File: config.mk
export PLATFORM = sky130hd
export DESIGN_NAME = mem_align_exception_stage
export DESIGN_NICKNAME = d
export VERILOG_FILES = /design/src/rtl/mem_align_exception_stage_pkg.sv /design/src/rtl/mem_align_exception_stage_align_check.sv /design/src/rtl/mem_align_exception_stage.sv
export SDC_FILE = /design/constraint.sdc
export NUM_CORES = 1
export LEC_CHECK = 0
export ABC_AREA = 1
export BUFFER_PORTS_ARGS = -buffer_cell sky130_fd_sc_hd__buf_2
export CAP_MARGIN = 25
export CORE_AREA = 2 2 100 73
export CTS_BUF_LIST = sky130_fd_sc_hd__clkbuf_4 sky130_fd_sc_hd__clkbuf_8 sky130_fd_sc_hd__clkbuf_16
export DETAILED_ROUTE_END_ITERATION = 7
export DIE_AREA = 0 0 102 75
export GPL_TIMING_DRIVEN = 0
export PLACE_DENSITY = 0.82
export SYNTH_ARGS = -nofsm -noshare
export SYNTH_HDL_FRONTEND = slang
export SYNTH_HIERARCHICAL = 1
export SYNTH_SLANG_ARGS = --single-unit
export TNS_END_PERCENT = 50
File: constraint.sdc
create_clock -name clk -period 1.87 [get_ports clk]
set_clock_uncertainty 0.2 [all_clocks]
set_input_delay 0.4675 -clock clk [delete_from_list [all_inputs] [get_ports clk]]
set_output_delay 0.4675 -clock clk [all_outputs]
set_load 0.01 [all_outputs]
File: src/rtl/mem_align_exception_stage_pkg.sv
// Shared definitions for the memory alignment / exception stage.
// Holds the exception codes and access byte-enable masks used by the
// cache, LSU and store buffer, plus the access-size to low-address-bit
// mask helper.
package mem_align_exception_stage_pkg;

  // Exception codes carried down the pipeline (7 bits wide).
  localparam logic [6:0] EXP_NONE = 7'h00;
  localparam logic [6:0] EXP_ALE  = 7'h09;

  // Byte-enable masks describing the access width.
  localparam logic [7:0] ACC_BYTE  = 8'h01;
  localparam logic [7:0] ACC_HALF  = 8'h03;
  localparam logic [7:0] ACC_WORD  = 8'h0F;
  localparam logic [7:0] ACC_DWORD = 8'hFF;

  // Input-blocking state after a fault has been handed downstream.
  typedef enum logic {
    ST_RUN   = 1'b0,
    ST_BLOCK = 1'b1
  } blk_state_e;

  // Low address bits that must be zero for a naturally aligned access.
  // Unrecognised masks return 0, so they can never raise an alignment fault.
  function automatic logic [2:0] low_bit_mask(input logic [7:0] acc);
    logic [2:0] m;
    case (acc)
      ACC_HALF:  m = 3'b001;
      ACC_WORD:  m = 3'b011;
      ACC_DWORD: m = 3'b111;
      default:   m = 3'b000;
    endcase
    return m;
  endfunction

endpackage

File: src/rtl/mem_align_exception_stage_align_check.sv
// Combinational alignment checker: (addr, type, cacop) -> ale.
// Also used by the store buffer. A narrow type vector (MAX_BYTES=4) is
// zero-extended, so the double-word mask can never match there.
module mem_align_exception_stage_align_check
  import mem_align_exception_stage_pkg::*;
#(
  parameter int ADDR_W    = 32,
  parameter int MAX_BYTES = 4
) (
  input  logic [ADDR_W-1:0]    addr,
  input  logic [MAX_BYTES-1:0] acc_type,
  input  logic                 cacop,
  output logic                 ale
);

  logic [7:0]        type_ext;
  logic [ADDR_W-1:0] addr_mask;

  // Fault when any address bit covered by the access-size mask is set; cacops never fault.
  always_comb begin
    type_ext  = 8'(acc_type);
    addr_mask = ADDR_W'(low_bit_mask(type_ext));
    ale       = ~cacop & ((addr & addr_mask) != '0);
  end

endmodule

File: src/rtl/mem_align_exception_stage.sv
// Registered pipeline stage between address generation and the data cache.
// Tags each request with its alignment exception code and bad virtual
// address, and stops accepting requests once a faulting request has been
// consumed downstream, until flush or rst.
// Optional build macro: ALE_PERF_COUNT_EN adds a saturating 32-bit
// ale_count output counting faulting requests consumed downstream.
module mem_align_exception_stage
  import mem_align_exception_stage_pkg::*;
#(
  parameter int ADDR_W    = 32,
  parameter int MAX_BYTES = 4
) (
  input  logic                 clk,
  input  logic                 rst,
  input  logic                 flush,
  input  logic                 in_valid,
  output logic                 in_ready,
  input  logic [ADDR_W-1:0]    in_addr,
  input  logic [MAX_BYTES-1:0] in_type,
  input  logic                 in_cacop,
  output logic                 out_valid,
  input  logic                 out_ready,
  output logic [ADDR_W-1:0]    out_addr,
  output logic [MAX_BYTES-1:0] out_type,
  output logic                 out_cacop,
  output logic [6:0]           out_exception,
  output logic [ADDR_W-1:0]    out_badv,
  output logic                 exc_blocked
`ifdef ALE_PERF_COUNT_EN
  ,
  output logic [31:0]          ale_count
`endif
);

  blk_state_e            state_q, state_d;
  logic                  out_valid_q, out_valid_d;
  logic [ADDR_W-1:0]     out_addr_q, out_addr_d;
  logic [MAX_BYTES-1:0]  out_type_q, out_type_d;
  logic                  out_cacop_q, out_cacop_d;
  logic [6:0]            out_exception_q, out_exception_d;
  logic [ADDR_W-1:0]     out_badv_q, out_badv_d;

  logic in_ale;
  logic accept;
  logic out_fire;
  logic fault_consumed;

  mem_align_exception_stage_align_check #(
    .ADDR_W    (ADDR_W),
    .MAX_BYTES (MAX_BYTES)
  ) u_align_check (
    .addr     (in_addr),
    .acc_type (in_type),
    .cacop    (in_cacop),
    .ale      (in_ale)
  );

  // Handshake: accept when not blocked and the output slot is free or draining.
  always_comb begin
    in_ready       = (state_q == ST_RUN) & (~out_valid_q | out_ready);
    accept         = in_valid & in_ready;
    out_fire       = out_valid_q & out_ready;
    fault_consumed = out_fire & (out_exception_q != EXP_NONE);
  end

  // Next-state and next-payload: flush overrides the handshake and block entry.
  always_comb begin
    state_d         = state_q;
    out_valid_d     = out_valid_q;
    out_addr_d      = out_addr_q;
    out_type_d      = out_type_q;
    out_cacop_d     = out_cacop_q;
    out_exception_d = out_exception_q;
    out_badv_d      = out_badv_q;
    if (flush) begin
      // Payload is left stale; only the valid and exception tags are cleared.
      state_d         = ST_RUN;
      out_valid_d     = 1'b0;
      out_exception_d = EXP_NONE;
      out_badv_d      = '0;
    end else begin
      if (fault_consumed) begin
        state_d = ST_BLOCK;
      end
      if (accept) begin
        out_valid_d     = 1'b1;
        out_addr_d      = in_addr;
        out_type_d      = in_type;
        out_cacop_d     = in_cacop;
        out_exception_d = in_ale ? EXP_ALE : EXP_NONE;
        out_badv_d      = in_ale ? in_addr : '0;
      end else if (out_fire) begin
        out_valid_d = 1'b0;
      end
    end
  end

  // State and output registers with synchronous reset.
  always_ff @(posedge clk) begin
    if (rst) begin
      state_q         <= ST_RUN;
      out_valid_q     <= 1'b0;
      out_addr_q      <= '0;
      out_type_q      <= '0;
      out_cacop_q     <= 1'b0;
      out_exception_q <= EXP_NONE;
      out_badv_q      <= '0;
    end else begin
      state_q         <= state_d;
      out_valid_q     <= out_valid_d;
      out_addr_q      <= out_addr_d;
      out_type_q      <= out_type_d;
      out_cacop_q     <= out_cacop_d;
      out_exception_q <= out_exception_d;
      out_badv_q      <= out_badv_d;
    end
  end

  assign out_valid     = out_valid_q;
  assign out_addr      = out_addr_q;
  assign out_type      = out_type_q;
  assign out_cacop     = out_cacop_q;
  assign out_exception = out_exception_q;
  assign out_badv      = out_badv_q;
  assign exc_blocked   = (state_q == ST_BLOCK);

`ifdef ALE_PERF_COUNT_EN
  logic [31:0] ale_count_q, ale_count_d;

  // Saturating count of faults taken downstream; a flush-cycle consume does not count.
  always_comb begin
    ale_count_d = ale_count_q;
    if (!flush && fault_consumed && (ale_count_q != 32'hFFFF_FFFF)) begin
      ale_count_d = ale_count_q + 32'd1;
    end
  end

  // Counter register; cleared only by rst.
  always_ff @(posedge clk) begin
    if (rst) begin
      ale_count_q <= 32'd0;
    end else begin
      ale_count_q <= ale_count_d;
    end
  end

  assign ale_count = ale_count_q;
`endif

endmodule

==> results.md, run 1 <==
* Clock tree buffer depth at 2
* Die Y at 75 µm
* Via density at 4.57
* Leading area contributor after synthesis: dfxtp_1
* Final net count at 653
* Post-synthesis register bit count at 72
* Rows at 25
* CTS H-tree lvls at 3
* R2r setup slk at 0.43 ns
* Non-filler cells, final at 710
* Routed wire length per instance at 12.1 µm
* Cell Pwr Density at 832 nW/µm²
* Endpoint, Worst Hold: out_addr[16]$_SDFFE_PP0P_
* Leakage at 2.40 nW
* Worst skew pair latency at 0.34 ns
* Layout area overhead at 29.4%
* Core ar. at 6630 µm²
* Leading post-synthesis cells by cell area: dfxtp_1 45%, nand2_1 17%, nor2_1 9.1%
* Outcome: completed
* First-pass GRT wire length at 13.6 mm
* Hold Crit Depth at 3
* Worst Setup SP: out_valid$_SDFFE_PP0P_
* Root buffer cell: clkbuf_8
* Worst flop-to-flop path startpoint: out_valid$_SDFFE_PP0P_
* Register area share after synthesis at 44.9%
* Buffers added on ports at 114
* Hold Slack at 0.159 ns
* Synth warnings at 6
* Num Clock Sinks at 72
* FMAX at 0.554 GHz
* TritonCTS buffer count at 9
* End of the worst register-to-register path: out_badv[19]$_SDFFE_PP0P_
* Hold Crit Class: input pin to flop
* Crit Path Class: flop to output port
* Avg Inst Size Synth at 6.67 µm²
* RSZ-0062 raised after global routing: false
* DPL Wire Length at 6.62 mm
* Global Route Usage Sum at 23.2%
* CP startpoint kind: flop
* Critical Path End Type: output port
* Initial Util at 48.4%
* Placed cell count at 693
* DR iter-0 viols at 183
* Worst vdd ir at 432 µV
* Fin. max-slew vios at 0
* Maxcap violations at 0
* Final hold vios at 0
* Pre-antenna DRT Iters at 5
* Crit path arrival time at 1.14 ns
* Top-area cell type share of the netlist area at 44.9%
* Setup TNS at 0 ns
* Worst Path Max Fanout at 10
* Hold path start: in_addr[16]
* Final instance area at 4150 µm²
* Die area at 7650 µm²
* Post-Syn Instances at 481
* Final min period at 1.80 ns
* Global route overflow at 0
* Post-DP Area at 3910 µm²
* Share of cells above drive strength 1 at 26.6%
* DRT Wirelength at 8.57 mm
* Cell Area, Synth at 3210 µm²
* CP Data Required Time at 1.20 ns
* Unique cell type count in the Yosys netlist at 20
* Final ANT Viol Nets at 0
* CTS tree: built
* Die width at 102 µm
* Ant. Diodes at 0
* Vias at 3,248
* CTS clock-pin slew for the worst setup and hold paths at 0.08 ns
* Final setup vio count at 0
* Post-route DRC at 0
* Pin count of the biggest net entering global routing at 13
* RePlAce Congestion at 0.836
* Final Cycle Share at 96.4%
* Worst Reg-to-Reg Cells at 5
* Initial antenna violation count at 0
* I/O Pins at 121
* Vias in the first global route at 2,972
## state kept, by name, indices dropped and copies added, names as in the netlist
signal / count
out_exception: 1
out_type: 4
out_cacop: 1
exc_blocked: 1
out_valid: 1
out_badv: 32
out_addr: 32
## worst max-delay path by stage
| stage | end | slack [ns] | depth (start not counted) |
|---|---|---|---|
| floorplan | out_badv[19]$_SDFFE_PP0P_ | 0.29 | 11 |
| global placement | out_badv[14]$_SDFFE_PP0P_ | -0.01 | 12 |
| detailed placement | out_badv[19]$_SDFFE_PP0P_ | -0.12 | 12 |
| CTS | in_ready | 0.03 | 3 |
| global route | in_ready | 0.01 | 3 |
| finish | in_ready | 0.07 | 3 |
## power breakdown
part	switching [mW]	internal, mW	leakage, nW	total, mW
registers	0.0320	1.59	0.588	1.62
clock network	0.593	0.800	0.109	1.39
logic	0.264	0.172	1.70	0.436
total	0.889	2.56	2.40	3.45
## through the flow
step	worst slack [ns]	util (%)	total power [mW]
2_1_floorplan	0.293	-	1.92
3_3_place_gp	-0.0125	59.0	2.08
3_5_place_dp	-0.117	59.0	2.09
4_1_cts	0.0348	62.5	3.47
5_1_grt	0.0110	62.6	3.59
6_report	0.0664	62.6	3.45
## timing repair
action | in CTS | in global routing
setup buffers | 1 | 0
pin swaps | 1 | 0
hold buffers | 0 | 0
resized for setup | 2 | 1
endpoints found under the setup margin | 1 | 1
## layer usage
layer	wire length, µm	vias up	global-route usage (%)
met3	602	11	5.85
met4	104	0	8.00
met1	3940	1449	31.9
met5	0	-	0
li1	-	1670	-
met2	3920	118	36.0
## area by class of cell
cell class | count | area, µm²
inverters | 78 | 293
plain buffers | 34 | 241
fillers | 651 | 2480
multi-input cells | 301 | 1250
repair buffers | 115 | 578
well taps | 94 | 118
clock buffers | 11 | 145
flip-flops and latches | 72 | 1440
clock inverters | 5 | 80.1
## synthesized netlist by cell type
master and n:
nand2_1 145, nor2_1 78, inv_1 74, dfxtp_1 72, a21oi_1 34, nand3_1 33
buf_6 9, buf_2 8, buf_4 8, clkbuf_1 6, buf_1 3, inv_2 3
a21oi_4 1, clkinv_1 1, conb_1 1, nand2_4 1, nand3_2 1, nand4_1 1
nand4_2 1, o21ai_0 1
## critical path, cell delays in order (launching register included)
cell     delay, ns
dfxtp_2       0.36
a21oi_4       0.16
buf_6         0.15
buf_2         0.13
## logic make-up (layout without fill, tap and decap cells)
logic type,Yosys count,count (layout),synth area share (%)
simple gates,260,260,32.5
buf+inv,112,243,16.5
compound gates,36,36,5.97
other cells,1,5,0.117
flops,72,72,44.9
## layout by cell type, fill, tap and decap left out, drive strengths merged
cell	netlist	final
a21oi	35	35
buf	28	143
bufinv	0	2
clkbuf	6	17
clkinv	1	2
clkinvlp	0	2
conb	1	5
dfxtp	72	72
inv	77	77
nand2	146	146
nand3	34	34
nand4	2	2
nor2	78	78
o21ai	1	1
Power figures use the tool's default switching activity.
==> inputs of run 2 (changes only) <==
- REMOVE_ABC_BUFFERS: default -> 1
- clock period: 1.87 -> 1.9 ns (I/O delays scaled with it)
==> results.md, run 2 (same netlist as run 1, synthesis figures left out) <==
* Routed length on met1 at 3.83 mm
* Ant. Diodes at 0
* Number of fill cells in the layout at 625
* TritonCTS buffer count at 9
* Cell Pwr Density at 890 nW/µm²
* Pre-antenna DRT Iters at 4
* Hold path start: in_addr[14]
* Die area at 7650 µm²
* Endpoint, Worst Hold: out_addr[14]$_SDFFE_PP0P_
* CP Data Required Time at 1.22 ns
* Commonest non-fill, non-tap cell in the layout: nand2_1
* DR iter-0 viols at 149
* Post-placement setup slack at -0.587 ns
* Metal2 WL at 3.52 mm
* Sw Ratio at 23.6%
* RSZ-0062 raised after global routing: false
* Global route overflow at 0
* Fin worst setup slack at 0.0580 ns
* CTS tree: built
* Final min period at 1.84 ns
* Seq pwr share at 44.1%
* Worst Path Max Fanout at 5
* Rows at 25
* Crit path arrival time at 1.17 ns
* CP Cell Sequence: a21oi_4 -> buf_2
* Die width at 102 µm
* Final Cycle Share at 96.9%
* DPL Wire Length at 5.14 mm
* R2r setup slk at 0.11 ns
* Setup TNS at 0 ns
* Num Clock Sinks at 72
* Layout area overhead at 27.0%
* Initial Util at 48.4%
* Worst vdd ir at 476 µV
* Final instance area at 4070 µm²
* Switching power at 855 µW
* Commonest cells after routing, fill and taps aside: 145 x nand2_1, 114 x buf_2, 77 x nor2_1, 74 x inv_1, 72 x dfxtp_1
* Initial antenna violation count at 0
* Share of cells above drive strength 1 at 24.7%
* Clock tree buffer depth at 2
* FMAX at 0.543 GHz
* Root buffer cell: clkbuf_8
* Worst skew pair latency at 0.34 ns
* Die Y at 75 µm
* CTS clock-pin slew for the worst setup and hold paths at 0.08 ns
* Slew headroom at 56.0%
* Cell internal pwr at 2.77 mW
* DRT Wirelength at 8.13 mm
* Hold Crit Depth at 3
* Leakage at 2.31 nW
* Final setup vio count at 0
* Crit path largest cell delay at 0.58 ns
* Post-route DRC at 0
* Layout Utilization at 61.4%
* WP buf/inv at 1
* Crit Path Class: flop to output port
* CTS H-tree lvls at 3
* Final net count at 625
* Global Route Usage Sum at 21.4%
* Routed wire length per instance at 11.9 µm
* Worst path top cell family by delay: flip-flops
* Buffers added on ports at 115
* Slowest cell on crit path: dfxtp_1
* RePlAce Congestion at 0.780
* CP startpoint kind: flop
* Fin. max-slew vios at 0
* Post-DP Area at 3730 µm²
* Vias at 3,122
* Via density at 4.58
* First-pass GRT wire length at 12.4 mm
* Hold Crit Class: input pin to flop
* I/O Pins at 121
* Final ANT Viol Nets at 0
* Worst Max-Slew Pin Slew at 0.659 ns
* Maxcap violations at 0
* Critical Path End Type: output port
* Core ar. at 6630 µm²
* Hold-fix buffers at CTS at 0
* Pin count of the biggest net entering global routing at 39
* Highest Signal Layer: met4
* End of the worst register-to-register path: out_type[2]$_SDFFE_PP0P_
* Final hold vios at 0
* Met3 WL at 690 µm
* Worst flop-to-flop path startpoint: out_valid$_SDFFE_PP0P_
* Vias in the first global route at 2,595
* Logic pwr share at 10.9%
* Clock network power share at 45.0%
* Worst Reg-to-Reg Cells at 6
* Outcome: completed
* Total power at 3.62 mW
[run 2: worst max path at each step]
stage | start | to | depth (start not counted)
CTS | exc_blocked$_SDFFE_PP0P_ | out_badv[17]$_SDFFE_PP0P_ | 4
global route | out_valid$_SDFFE_PP0P_ | out_type[0]$_SDFFE_PP0P_ | 6
global placement | in_cacop | out_badv[17]$_SDFFE_PP0P_ | 10
detailed placement | in_valid | out_type[2]$_SDFFE_PP0P_ | 6
floorplan | in_cacop | out_badv[17]$_SDFFE_PP0P_ | 9
finish | out_valid$_SDFFE_PP0P_ | in_ready | 2
[run 2: metal layers]
| layer | GRT usage, % | vias to the layer above |
|---|---|---|
| met2 | 34.0 | 120 |
| met4 | 6.96 | 0 |
| met5 | 0 | - |
| li1 | - | 1615 |
| met3 | 6.96 | 10 |
| met1 | 27.9 | 1377 |
[run 2: cell type report]
cell class | instances | area (µm²) | share of cell area, %
Multi-Input combinational cell | 303 | 1310 | 32.0
Clock inverter | 5 | 128 | 3.13
Timing Repair Buffer | 119 | 641 | 15.7
Sequential cell | 72 | 1440 | 35.4
Tap cell | 94 | 118 | 2.89
Inverter | 78 | 295 | 7.25
Clock buffer | 11 | 145 | 3.56
[run 2: metrics by stage]
stage | hold slack, ns | instances
floorplan | 0.290 | 451
detailed placement | 0.254 | 662
CTS | 0.159 | 681
finish | 0.170 | 682
global placement | 0.248 | 660
global route | 0.171 | 682
[run 2: power groups by stage]
stage          combinational, mW  clock [mW]  sequential, mW
2_1_floorplan              0.178           0            1.66
3_3_place_gp               0.365           0            1.63
3_5_place_dp               0.378           0            1.63
4_1_cts                    0.390        1.66            1.60
5_1_grt                    0.447        1.71            1.60
6_report                   0.396        1.63            1.60
[run 2: worst reg2reg max path: cells and delay by family, from the launching register on]
kind / cells / cell delay, ns
flip-flops: 1 / 0.44
buffers and inverters: 1 / 0.31
AND/OR/NAND/NOR: 5 / 0.78
[run 2: timing repair]
| item | CTS | global route |
|---|---|---|
| setup endpoints to repair | 54 | 21 |
| cloned | 2 | 0 |
| pin swaps | 2 | 1 |
| buffers inserted | 1 | 0 |
| gates resized for setup | 2 | 3 |
==> inputs of run 3 (changes only) <==
- BUFFER_PORTS_ARGS: -buffer_cell sky130_fd_sc_hd__buf_2 -> default
- CORE_AREA: 2 2 100 73 -> 2 2 95 69
- DIE_AREA: 0 0 102 75 -> 0 0 97 71
- DONT_BUFFER_PORTS: default -> 1
- PLACE_DENSITY: 0.82 -> 0.72
==> results.md, run 3 (same netlist as run 1, synthesis figures left out) <==
* CTS tree: built
* Routed wire length per instance at 14.3 µm
* Hold Slack at 0.0596 ns
* CP startpoint kind: flop
* Initial antenna violation count at 0
* Worst Max-Slew Pin Slew at 0.709 ns
* Logic pwr share at 7.4%
* Post-DP Area at 3130 µm²
* Layout area overhead at 7.49%
* First-pass GRT wire length at 12.8 mm
* Root buffer cell: clkbuf_8
* Setup bufs post-CTS at 0
* Hold Crit Class: input pin to flop
* Post-route DRC at 0
* DPL Wire Length at 4.61 mm
* Final min period at 1.81 ns
* Final setup vio count at 0
* Rows at 24
* Outcome: completed
* Slowest cell on crit path: dfxtp_2
* Global route overflow at 0
* Vias in the first global route at 2,629
* Cell internal pwr at 2.47 mW
* Final Cycle Share at 95.0%
* Crit path largest cell delay at 0.42 ns
* Final instance area at 3450 µm²
* Worst Path Max Fanout at 7
* Vias at 2,779
* Post-placement setup slack at -0.380 ns
* Slew headroom at 52.7%
* Final net count at 511
* RSZ-0062 raised after global routing: false
* Die Y at 71 µm
* Fin. max-slew vios at 0
* Share of cells above drive strength 1 at 6.96%
* CTS clock-pin slew for the worst setup and hold paths at 0.08 ns
* Pre-antenna DRT Iters at 4
* CP Cell Sequence: a21oi_4
* Sw Ratio at 24.7%
* Final ANT Viol Nets at 0
* FMAX at 0.554 GHz
* Pin count of the biggest net entering global routing at 43
* Hold Crit Depth at 2
* Non-filler cells, final at 552
* Clock tree buffer depth at 2
* Total power at 3.28 mW
* WP buf/inv at 0
* Ant. Diodes at 0
* Hold-fix buffers at CTS at 0
* Clock network power share at 42.7%
* Initial Util at 53.1%
* Crit Path Class: flop to output port
* Setup TNS at 0 ns
* I/O Pins at 121
* Worst skew pair latency at 0.34 ns
* Core ar. at 6040 µm²
* Via density at 5.03
* Worst Reg-to-Reg Cells at 6
* Commonest non-fill, non-tap cell in the layout: nand2_1
* Commonest cells after routing, fill and taps aside: 145 x nand2_1, 77 x nor2_1, 74 x inv_1, 70 x dfxtp_1, 34 x a21oi_1
* Worst path top cell family by delay: flip-flops
* Die area at 6890 µm²
* Worst vdd ir at 501 µV
* Die width at 97 µm
* Layout Utilization at 57.1%
* Buffers added on ports at 0
* Leakage at 1.75 nW
* DR iter-0 viols at 112
* DRT Wirelength at 7.91 mm
* Final hold vios at 0
* Critical Path End Type: output port
* TritonCTS buffer count at 9
* Placed cell count at 531
* CTS H-tree lvls at 3
* Fin worst setup slack at 0.0944 ns
* Switching power at 811 µW
* Maxcap violations at 0
* Seq pwr share at 49.9%
* Number of fill cells in the layout at 606
* Levels on crit path at 1
* Cell Pwr Density at 953 nW/µm²
* Crit path arrival time at 1.13 ns
* Num Clock Sinks at 72
* Global Route Usage Sum at 23.3%
* RePlAce Congestion at 0.783
* CP Data Required Time at 1.22 ns
[run 3: cell count changes in the layout (fill, tap and decap cells not counted), sizes merged]
cell | before | now
a21oi | 36 | 38
buf | 119 | 3
bufinv | 4 | 2
clkinv | 1 | 2
clkbuf | 11 | 12
[run 3: layer usage]
layer / global-route usage, % / routed length (µm)
met1: 28.4 / 3420
met2: 37.0 / 3410
met3: 12.7 / 1010
met4: 4.85 / 64
met5: 0 / 0
[run 3: final timing paths]
path	start	end	slack [ns]
worst max-delay path	out_valid$_SDFFE_PP0P_	in_ready	0.09
worst min-delay path	in_addr[7]	out_addr[7]$_SDFFE_PP0P_	0.06
worst max register to register	exc_blocked$_SDFFE_PP0P_	out_type[3]$_SDFFE_PP0P_	0.20
worst min register to register	out_badv[12]$_SDFFE_PP0P_	out_badv[12]$_SDFFE_PP0P_	0.31
[run 3: power groups by stage]
stage / Sequential (mW) / Clock (mW) / Combinational, mW
after floorplan: 1.66 / 0 / 0.178
after global placement: 1.67 / 0 / 0.215
after detailed placement: 1.67 / 0 / 0.228
after CTS: 1.64 / 1.43 / 0.235
after global routing: 1.64 / 1.49 / 0.288
final: 1.64 / 1.40 / 0.244
[run 3: final cells by class]
| class | count | area (µm²) | area share, % |
|---|---|---|---|
| Multi-Input combinational cell | 305 | 1320 | 38.4 |
| Inverter | 78 | 293 | 8.49 |
| Timing Repair Buffer | 3 | 55.1 | 1.60 |
| Tap cell | 78 | 97.6 | 2.83 |
| Sequential cell | 72 | 1440 | 41.9 |
| Clock buffer | 12 | 159 | 4.61 |
| Clock inverter | 4 | 76.3 | 2.21 |
[run 3: repair_timing]
item	4_1_cts	5_1_grt
pin swaps	1	1
cloned	3	1
resized for setup	3	2
setup endpoints to repair	3	47
